$ cat src/rtl/muldiv_unit.sv
// Iterative 32-bit multiply/divide unit: radix-2 shift-add multiply and restoring divide.
// Define MULDIV_DIV_EN to build the divider; without it, divide ops complete in one cycle with result 0.
module muldiv_unit (
  input  logic        clk,
  input  logic        rst_n,
  input  logic        req_valid,
  output logic        req_ready,
  input  logic [2:0]  funct3,
  input  logic [31:0] operandA,
  input  logic [31:0] operandB,
  output logic        resp_valid,
  input  logic        resp_ready,
  output logic [31:0] result,
  output logic        busy
);

  typedef enum logic [1:0] {IDLE, BUSY, DONE} state_t;

  state_t      state, state_nxt;
  logic [5:0]  cnt;
  logic        fast_pend;
  logic [1:0]  op_q;
  logic        neg_q;
  logic [31:0] mag_q;
  logic [63:0] acc;
  logic [31:0] res_q;
`ifdef MULDIV_DIV_EN
  logic        is_div_q;
  logic        rneg_q;
  logic [32:0] rem_sh;
  logic [31:0] rem_sub;
`endif

  logic        accept;
  logic        a_sgn, b_sgn, a_neg, b_neg, fast;
  logic [31:0] a_mag, b_mag, fast_res;
  logic [32:0] mul_sum;
  logic [63:0] acc_step, prod_fix;
  logic [31:0] res_fin;

  function automatic logic [63:0] apply_sign64(input logic [63:0] v, input logic n);
    return n ? -v : v;
  endfunction

  function automatic logic [31:0] apply_sign32(input logic [31:0] v, input logic n);
    return n ? -v : v;
  endfunction

  assign accept = req_valid && req_ready;

  // Accept-time decode: operand signedness, magnitudes and the one-cycle fast paths
  always_comb begin
    if (funct3[2]) begin
      a_sgn = ~funct3[0];
      b_sgn = ~funct3[0];
    end else begin
      a_sgn = (funct3[1:0] == 2'b01) || (funct3[1:0] == 2'b10);
      b_sgn = (funct3[1:0] == 2'b01);
    end
    a_neg    = a_sgn && operandA[31];
    b_neg    = b_sgn && operandB[31];
    a_mag    = a_neg ? -operandA : operandA;
    b_mag    = b_neg ? -operandB : operandB;
    fast     = 1'b0;
    fast_res = 32'd0;
`ifdef MULDIV_DIV_EN
    if (funct3[2]) begin
      if (operandB == 32'd0) begin
        fast     = 1'b1;
        fast_res = funct3[1] ? operandA : 32'hFFFF_FFFF;
      end else if (!funct3[0] && operandA == 32'h8000_0000 && operandB == 32'hFFFF_FFFF) begin
        fast     = 1'b1;
        fast_res = funct3[1] ? 32'd0 : 32'h8000_0000;
      end
    end
`else
    fast = funct3[2];
`endif
  end

  // One iteration step and final sign correction; acc holds {hi/rem, lo/quotient}
  always_comb begin
    mul_sum  = {1'b0, acc[63:32]} + (acc[0] ? {1'b0, mag_q} : 33'd0);
    acc_step = {mul_sum, acc[31:1]};
    prod_fix = apply_sign64(acc, neg_q);
    res_fin  = (op_q == 2'b00) ? prod_fix[31:0] : prod_fix[63:32];
`ifdef MULDIV_DIV_EN
    rem_sh  = {acc[63:32], acc[31]};
    rem_sub = rem_sh[31:0] - mag_q;
    if (is_div_q) begin
      if (rem_sh >= {1'b0, mag_q})
        acc_step = {rem_sub, acc[30:0], 1'b1};
      else
        acc_step = {rem_sh[31:0], acc[30:0], 1'b0};
      res_fin = op_q[1] ? apply_sign32(acc[63:32], rneg_q) : apply_sign32(acc[31:0], neg_q);
    end
`endif
  end

  always_ff @(posedge clk or negedge rst_n) begin
    if (!rst_n) state <= IDLE;
    else        state <= state_nxt;
  end

  // A fast-path op waits one cycle in IDLE (req_ready low) before DONE
  always_comb begin
    state_nxt = state;
    case (state)
      IDLE: begin
        if (fast_pend)            state_nxt = DONE;
        else if (accept && !fast) state_nxt = BUSY;
      end
      BUSY:    if (cnt == 6'd32) state_nxt = DONE;
      DONE:    if (resp_ready)   state_nxt = IDLE;
      default: state_nxt = IDLE;
    endcase
  end

  always_comb begin
    req_ready  = (state == IDLE) && !fast_pend;
    busy       = (state != IDLE);
    resp_valid = (state == DONE);
    result     = resp_valid ? res_q : 32'd0;
  end

  always_ff @(posedge clk or negedge rst_n) begin
    if (!rst_n) begin
      cnt       <= 6'd0;
      fast_pend <= 1'b0;
      op_q      <= 2'd0;
      neg_q     <= 1'b0;
      mag_q     <= 32'd0;
      acc       <= 64'd0;
      res_q     <= 32'd0;
`ifdef MULDIV_DIV_EN
      is_div_q  <= 1'b0;
      rneg_q    <= 1'b0;
`endif
    end else if (accept) begin
      op_q      <= funct3[1:0];
      neg_q     <= a_neg ^ b_neg;
      cnt       <= 6'd0;
      fast_pend <= fast;
      res_q     <= fast_res;
      mag_q     <= a_mag;
      acc       <= {32'd0, b_mag};
`ifdef MULDIV_DIV_EN
      is_div_q  <= funct3[2];
      rneg_q    <= a_neg;
      if (funct3[2]) begin
        mag_q <= b_mag;
        acc   <= {32'd0, a_mag};
      end
`endif
    end else if (state == IDLE && fast_pend) begin
      fast_pend <= 1'b0;
    end else if (state == BUSY) begin
      if (cnt == 6'd32) begin
        res_q <= res_fin;
      end else begin
        acc <= acc_step;
        cnt <= cnt + 6'd1;
      end
    end
  end

endmodule

$ cat config.mk
export PLATFORM = sky130hd
export DESIGN_NAME = muldiv_unit
export DESIGN_NICKNAME = d
export VERILOG_FILES = /design/src/rtl/muldiv_unit.sv
export SDC_FILE = /design/constraint.sdc
export NUM_CORES = 1
export LEC_CHECK = 0
export BUFFER_PORTS_ARGS = -buffer_cell sky130_fd_sc_hd__buf_2
export CAP_MARGIN = 40
export CORE_UTILIZATION = 50
export CTS_CLUSTER_SIZE = 28
export DETAILED_ROUTE_END_ITERATION = 10
export PLACE_DENSITY = 0.71
export SLEW_MARGIN = 0
export SYNTH_ARGS = -nofsm -noshare
export SYNTH_HDL_FRONTEND = slang
export SYNTH_SLANG_ARGS = --single-unit
export TNS_END_PERCENT = 100
$ cat constraint.sdc
create_clock -name clk -period 3.65 [get_ports clk]
set_input_delay 0.1825 -clock clk [delete_from_list [all_inputs] [get_ports clk]]
set_output_delay 0.1825 -clock clk [all_outputs]
set_load 0.01 [all_outputs]
==> impl_metrics.py, run 1 <==
metrics = {
    "outcome": {
        "outcome": "finished, final reports clean",
    },
    "clock_tree": {
        "numCtsBuffers": 17,
        "cts_tree": "built",
        "clk_transition_reported_paths_ns": 0.06,
        "clk_latency_ns": 0.43,
        "post_cts_buffers": 0,
        "clockRootBuffer": "clkbuf_16",
        "clock_sinks": 140,
        "cts_buffer_depth": 2,
        "htreeDepth": 4,
    },
    "timing": {
        "worst_slew_pin_slew_ns": 0.8540,
        "setup_viol": 0,
        "timing.setup.tns_ns": 0,
        "report.final.slew_viol_count": 0,
        "hold_ws_ns": 0.02032,
        "finalCriticalPeriod_ns": 3.342,
        "fin_crit_sh": 0.9155,
        "rsz0062_at_grt": "no",
        "clock_skew_ns": 0.006664,
        "hold_violations": 0,
        "fmax_mhz": 299.3,
        "slew-limit-headroom": 0.4306,
    },
    "worst_setup_path": {
        "endpoint_kind": "flop",
        "slowest_delay_ns": 0.55,
        "crit_buf_inv": 0,
        "crit_arrival_ns": 3.65,
        "cp_slowest_cell": "dfrtp_1",
        "timing.rr.start": "acc[0]",
        "startpoint": "acc[0]",
        "cpLargestDelayFamily": "compound AO/OA/AOI/OAI gates",
        "crit_type": "flop to flop",
        "cp.required_ns": 3.96,
        "crit_fanout": 15,
        "start_kind": "flop",
        "path_cells": "and2_1 > ha_1 > fa_1 > a211oi_1 > or4b_1 > a31oi_1 > o311ai_1 > a21oi_1 > or3_1 > a32o_1",
    },
    "routing": {
        "wl_mm": 32.33,
        "dr.max_layer_used": "met4",
        "drc": 0,
        "drt.antenna.violating_nets": 0,
        "dr_wl_met3_mm": 2.196,
        "dr_wl_met2_mm": 14.13,
        "vias_per_cell": 6.091,
        "wl_met1_mm": 15.07,
        "dr.pass1.iters": 7,
        "drt_iter0_drc": 1017,
        "wl_per_cell_um": 18.88,
        "via_count": 10428,
    },
    "synthesis": {
        "synth-compound-area-share": 0.2262,
        "yosys.area.top_type_share": 0.3226,
        "synth_area_per_cell_um2": 8.098,
        "synth-seq-area-share": 0.3226,
        "synth_mux_area_frac": 0.01014,
        "synth_top_cell_by_area": "dfrtp_1",
        "synth_top_family_by_area": "simple AND/OR/NAND/NOR gates",
        "synth-simple-area-share": 0.2518,
        "synth_area_leaders": "dfrtp_1 (32%), o21ai_0 (6.1%), xor2_1 (5.6%)",
        "synth-edff-count": 0,
        "yosys_warnings": 0,
        "synthAdderAreaFrac": 0.04563,
        "netlist-cell-type-count": 74,
        "syn_nets": 1451,
        "syn_area_mm2": 0.01086,
        "async_flop_share": 1.000,
        "synth_xor_area_frac": 0.1105,
        "ys_seq_elements": 140,
        "synth_cells": 1341,
        "synth-main-ff-cell": "dfrtp_1",
    },
    "cells_and_area": {
        "multi_input_area_mm2": 0.007010,
        "final_cell_mix": "nand2_1 (154), dfrtp_1 (140), o21ai_0 (131)",
        "final_core_util": 0.5877,
        "drive_gt1_frac": 0.1399,
        "seq_area_mm2": 0.003503,
        "final_common_cell": "nand2_1",
        "diodes": 0,
        "fill_cells": 1930,
        "area_growth_pct": 14.48,
        "final_nets": 1534,
    },
    "placed_design": {
        "dp_hpwl_mm": 24.63,
        "routabilityCongestion": 0.9715,
        "numPortBuffers": 105,
    },
    "hold_path": {
        "hold_path_class": "input pin to flop",
        "min_from": "req_valid",
    },
    "power": {
        "combPwrFrac": 0.507,
        "power.internal_uw": 5155,
        "p_seq_frac": 0.297,
        "switching_share": 0.4690,
        "p_clk_frac": 0.196,
        "p_leak_uw": 0.005437,
        "power_switching_uw": 4553,
        "powerDensity_mw_per_mm2": 780.9,
        "ir_worst_vdd_mv": 0.6859,
    },
    "floorplanning": {
        "die-height_um": 149.4,
        "die_width_um": 149.4,
        "core_area_mm2": 0.02115,
        "start_util": 0.5133,
        "die_area_mm2": 0.02231,
        "row_count": 53,
        "boundaryPins": 106,
    },
    "global_routing": {
        "grt_pass1_wl_mm": 51.69,
        "grt.total_usage": 0.2983,
        "grt_max_degree": 91,
        "grt_pass1_vias": 9576,
        "grt_overflow": 0,
        "grt_antenna_before_repair": 0,
    },
    "run": {
        "cap_violations": 0,
    },
}
==> logic make-up (layout without fill, tap and decap cells) <==
| family | after synthesis | in the layout |
|---|---|---|
| xor+xnor | 137 | 137 |
| buf+inv | 95 | 191 |
| compound gates | 387 | 387 |
| flops | 140 | 140 |
| mux | 11 | 11 |
| simple gates | 532 | 532 |
| fa+ha+maj | 39 | 39 |
==> worst register-to-register path, cell delays in order (launching register included) <==
cell and delay, ns:
dfrtp_1 0.55, and2_1 0.24, ha_1 0.20, fa_1 0.44
a211oi_1 0.33, or4b_1 0.25, a31oi_1 0.15, o311ai_1 0.36
a21oi_1 0.15, or3_1 0.31, a32o_1 0.25
==> through the flow <==
stage	worst slack [ns]	instances	power [uW]	instance area, um^2
after floorplan	0.6192	1341	6125	10860
after global placement	0.4317	1673	7563	11690
after detailed placement	0.3914	1675	7695	11740
after CTS	0.3511	1711	9629	12420
after global routing	0.1391	1712	10340	12430
final	0.3084	1712	9708	12430
==> sequential cells by signal (all words and copies together), names as in the netlist <==
| register | flops |
|---|---|
| res_q | 32 |
| acc | 64 |
| cnt | 6 |
| state | 2 |
| fast_pend | 1 |
| neg_q | 1 |
| mag_q | 32 |
| op_q | 2 |
==> power by group through the flow <==
stage | sequential, uW | combinational [uW] | clock [uW]
floorplan | 2540 | 3580 | 0
global placement | 2870 | 4690 | 0
detailed placement | 2880 | 4810 | 0
CTS | 2860 | 4850 | 1920
global route | 2950 | 5400 | 1990
finish | 2880 | 4920 | 1900
==> final cells by class <==
| class | count | area share |
|---|---|---|
| well taps | 275 | 0.02768 |
| clock buffers | 21 | 0.03865 |
| multi-input cells | 1106 | 0.5639 |
| flip-flops and latches | 140 | 0.2818 |
| inverters | 20 | 0.006039 |
| clock inverters | 11 | 0.01318 |
| repair buffers | 139 | 0.06874 |
==> path summary, 6_finish.rpt <==
path	end	slack, ns	cells after the start
min	fast_pend	0.02	3
min in group asynchronous	acc[11]	0.40	2
max reg2reg	acc[61]	0.31	10
max	acc[61]	0.31	10
min reg2reg	mag_q[31]	0.46	2
max in group asynchronous	acc[45]	2.37	3
==> cell usage after synthesis (38+ instances only) <==
cell,number
nor2_1,87
ha_1,38
nor3_1,40
dfrtp_1,140
clkbuf_1,59
nand3_1,50
o21ai_0,132
and2_1,70
a21oi_1,75
xor2_1,69
nand2_1,154
xnor2_1,68
==> per-layer routing <==
| layer | vias to the layer above | track usage |
|---|---|---|
| li1 | 5010 | - |
| met1 | 4958 | 0.4298 |
| met2 | 398 | 0.4472 |
| met3 | 62 | 0.04954 |
| met4 | 0 | 0.1071 |
| met5 | - | 0 |
==> timing repair <==
item | in CTS | in global routing
hold buffers | 4 | 0
hold endpoints to repair | 91 | 0
endpoints found under the setup margin | 0 | 0
resized for setup | 0 | 0
(Power assumes the default switching activity.)
==> run 2: changes to the inputs <==
--- a/config.mk
+++ b/config.mk
@@ -8,10 +8,10 @@
 export BUFFER_PORTS_ARGS = -buffer_cell sky130_fd_sc_hd__buf_2
 export CAP_MARGIN = 40
 export CORE_UTILIZATION = 50
+export CTS_BUF_LIST = sky130_fd_sc_hd__clkbuf_4
 export CTS_CLUSTER_SIZE = 28
 export DETAILED_ROUTE_END_ITERATION = 10
 export PLACE_DENSITY = 0.71
-export SLEW_MARGIN = 0
 export SYNTH_ARGS = -nofsm -noshare
 export SYNTH_HDL_FRONTEND = slang
 export SYNTH_SLANG_ARGS = --single-unit
==> run 2 against run 1 <==
Net effect: clock power fell by 41%; power down 7.5%; largest cell class unchanged; clock-buffer cell count decreased by 4; combinational power grew 1%; clock skew rose by 0.010 ns; via count grew 3.3%; highest routed layer unchanged; critical endpoint unchanged.
==> impl_metrics.py, run 2 (synthesis gave the netlist of run 1 again) <==
metrics = {
    "outcome": {
        "outcome": "finished, final reports clean",
    },
    "timing": {
        "fin_crit_sh": 0.9148,
        "hold_violations": 0,
        "finalCriticalPeriod_ns": 3.339,
        "worst_slew_pin_slew_ns": 0.8760,
        "setup_viol": 0,
        "clock_skew_ns": 0.01677,
        "timing.setup.tns_ns": 0,
        "report.final.slew_viol_count": 0,
        "fmax_mhz": 299.5,
        "slew-limit-headroom": 0.4157,
        "rsz0062_at_grt": "no",
        "hold_ws_ns": 0.04157,
    },
    "routing": {
        "drc": 0,
        "drt.antenna.violating_nets": 0,
        "drt_iter0_drc": 1050,
        "wl_per_cell_um": 18.84,
        "dr.pass1.iters": 5,
        "via_count": 10769,
        "wl_mm": 33.51,
        "vias_per_cell": 6.053,
    },
    "floorplanning": {
        "die_area_mm2": 0.02231,
        "boundaryPins": 106,
        "row_count": 53,
        "die-height_um": 149.4,
        "core_area_mm2": 0.02115,
        "start_util": 0.5133,
        "die_width_um": 149.4,
    },
    "power": {
        "p_clk_frac": 0.126,
        "power.internal_uw": 4513,
        "ir_worst_vdd_mv": 0.6913,
        "power_switching_uw": 4465,
        "p_leak_uw": 0.005554,
        "combPwrFrac": 0.554,
        "powerDensity_mw_per_mm2": 703.8,
        "switching_share": 0.4974,
        "p_seq_frac": 0.320,
    },
    "cells_and_area": {
        "largest_register": "acc",
        "multi_input_area_mm2": 0.007010,
        "final_common_cell": "nand2_1",
        "largest_reg_flops": 64,
        "area_growth_pct": 17.48,
        "final_nets": 1600,
        "top_regs": "acc (64), mag_q (32), res_q (32)",
        "drive_gt1_frac": 0.1311,
        "seq_area_mm2": 0.003503,
        "final_cell_mix": "nand2_1 (154), dfrtp_1 (140), o21ai_0 (131)",
        "fill_cells": 1889,
    },
    "worst_setup_path": {
        "start_kind": "flop",
        "cp.required_ns": 4.12,
        "crit_fanout": 15,
        "path_cells": "and2_1 > ha_1 > fa_1 > a211oi_1 > or4b_1 > a31oi_1 > o311ai_1 > a21oi_1 > or3_1 > a32o_1",
        "slowest_delay_ns": 0.58,
        "crit_arrival_ns": 3.81,
        "cp_slowest_cell": "dfrtp_1",
        "endpoint_kind": "flop",
        "crit_type": "flop to flop",
    },
    "clock_tree": {
        "cts_buffer_depth": 2,
        "clk_transition_reported_paths_ns": 0.13,
        "clock_sinks": 140,
        "numCtsBuffers": 17,
        "post_cts_buffers": 0,
        "clk_latency_ns": 0.58,
        "clockRootBuffer": "clkbuf_4",
        "cts_resized": 0,
        "cts-hold-fix-buffers": 70,
        "htreeDepth": 4,
        "cts_tree": "built",
    },
    "placed_design": {
        "routabilityCongestion": 0.9715,
        "dp_hpwl_mm": 24.63,
        "numPortBuffers": 105,
    },
    "global_routing": {
        "grt.total_usage": 0.3086,
        "grt_pass1_wl_mm": 53.46,
        "grt_pass1_vias": 9924,
        "grt_overflow": 0,
        "grt_max_degree": 91,
        "grt_antenna_before_repair": 1,
    },
    "run": {
        "cap_violations": 0,
    },
    "hold_path": {
        "hold_path_class": "input pin to flop",
    },
}
run 2: per-stage QoR:
| step | setup WS (ns) | std cells | area [um^2] | power, uW | utilization |
|---|---|---|---|---|---|
| floorplan | 0.6192 | 1341 | 10860 | 6125 | - |
| global placement | 0.4317 | 1673 | 11690 | 7563 | 0.5527 |
| detailed placement | 0.3914 | 1675 | 11740 | 7695 | 0.5547 |
| CTS | 0.3331 | 1777 | 12740 | 8887 | 0.6024 |
| global route | 0.1204 | 1779 | 12760 | 9601 | 0.6031 |
| finish | 0.3110 | 1779 | 12760 | 8978 | 0.6031 |
run 2: power by group through the flow:
stage	sequential [uW]	combinational, uW	clock (uW)
3_3_place_gp	2870	4690	0
4_1_cts	2850	4890	1150
5_1_grt	2940	5450	1210
3_5_place_dp	2880	4810	0
6_report	2870	4970	1130
2_1_floorplan	2540	3580	0
run 2: worst paths after layout:
| path | from | end | slack (ns) | depth (start not counted) |
|---|---|---|---|---|
| worst max register to register | acc[0] | acc[61] | 0.31 | 10 |
| min in group asynchronous | rst_n | acc[10] | 0.21 | 2 |
| worst min register to register | mag_q[31] | mag_q[31] | 0.48 | 2 |
| worst min-delay path | operandB[1] | acc[3] | 0.04 | 4 |
| worst max-delay path | acc[0] | acc[61] | 0.31 | 10 |
| max in group asynchronous | rst_n | acc[61] | 2.54 | 3 |
run 2: final cells by class:
type / count / share of cell area
Multi-Input combinational cell: 1106 / 0.5495
Tap cell: 275 / 0.02697
Clock inverter: 15 / 0.01403
Inverter: 20 / 0.005885
Sequential cell: 140 / 0.2746
Antenna cell: 1 / 0.0001962
Timing Repair Buffer: 205 / 0.1188
Clock buffer: 17 / 0.01000
run 2: metal layers:
metal | up-vias | track usage | wire [um]
li1 | 5146 | - | -
met1 | 5131 | 0.4382 | 15130
met2 | 426 | 0.4699 | 15040
met3 | 66 | 0.04495 | 2236
met4 | 0 | 0.1219 | 1106
met5 | - | 0 | 0
run 2: worst max-delay path, delay by kind of cell, from the launching register on:
family	cells	cell delay [ns]
and+or+nand+nor	3	0.80
DFF	1	0.58
AOI/OAI and AO/OA	5	1.20
adders and majority gates	2	0.64
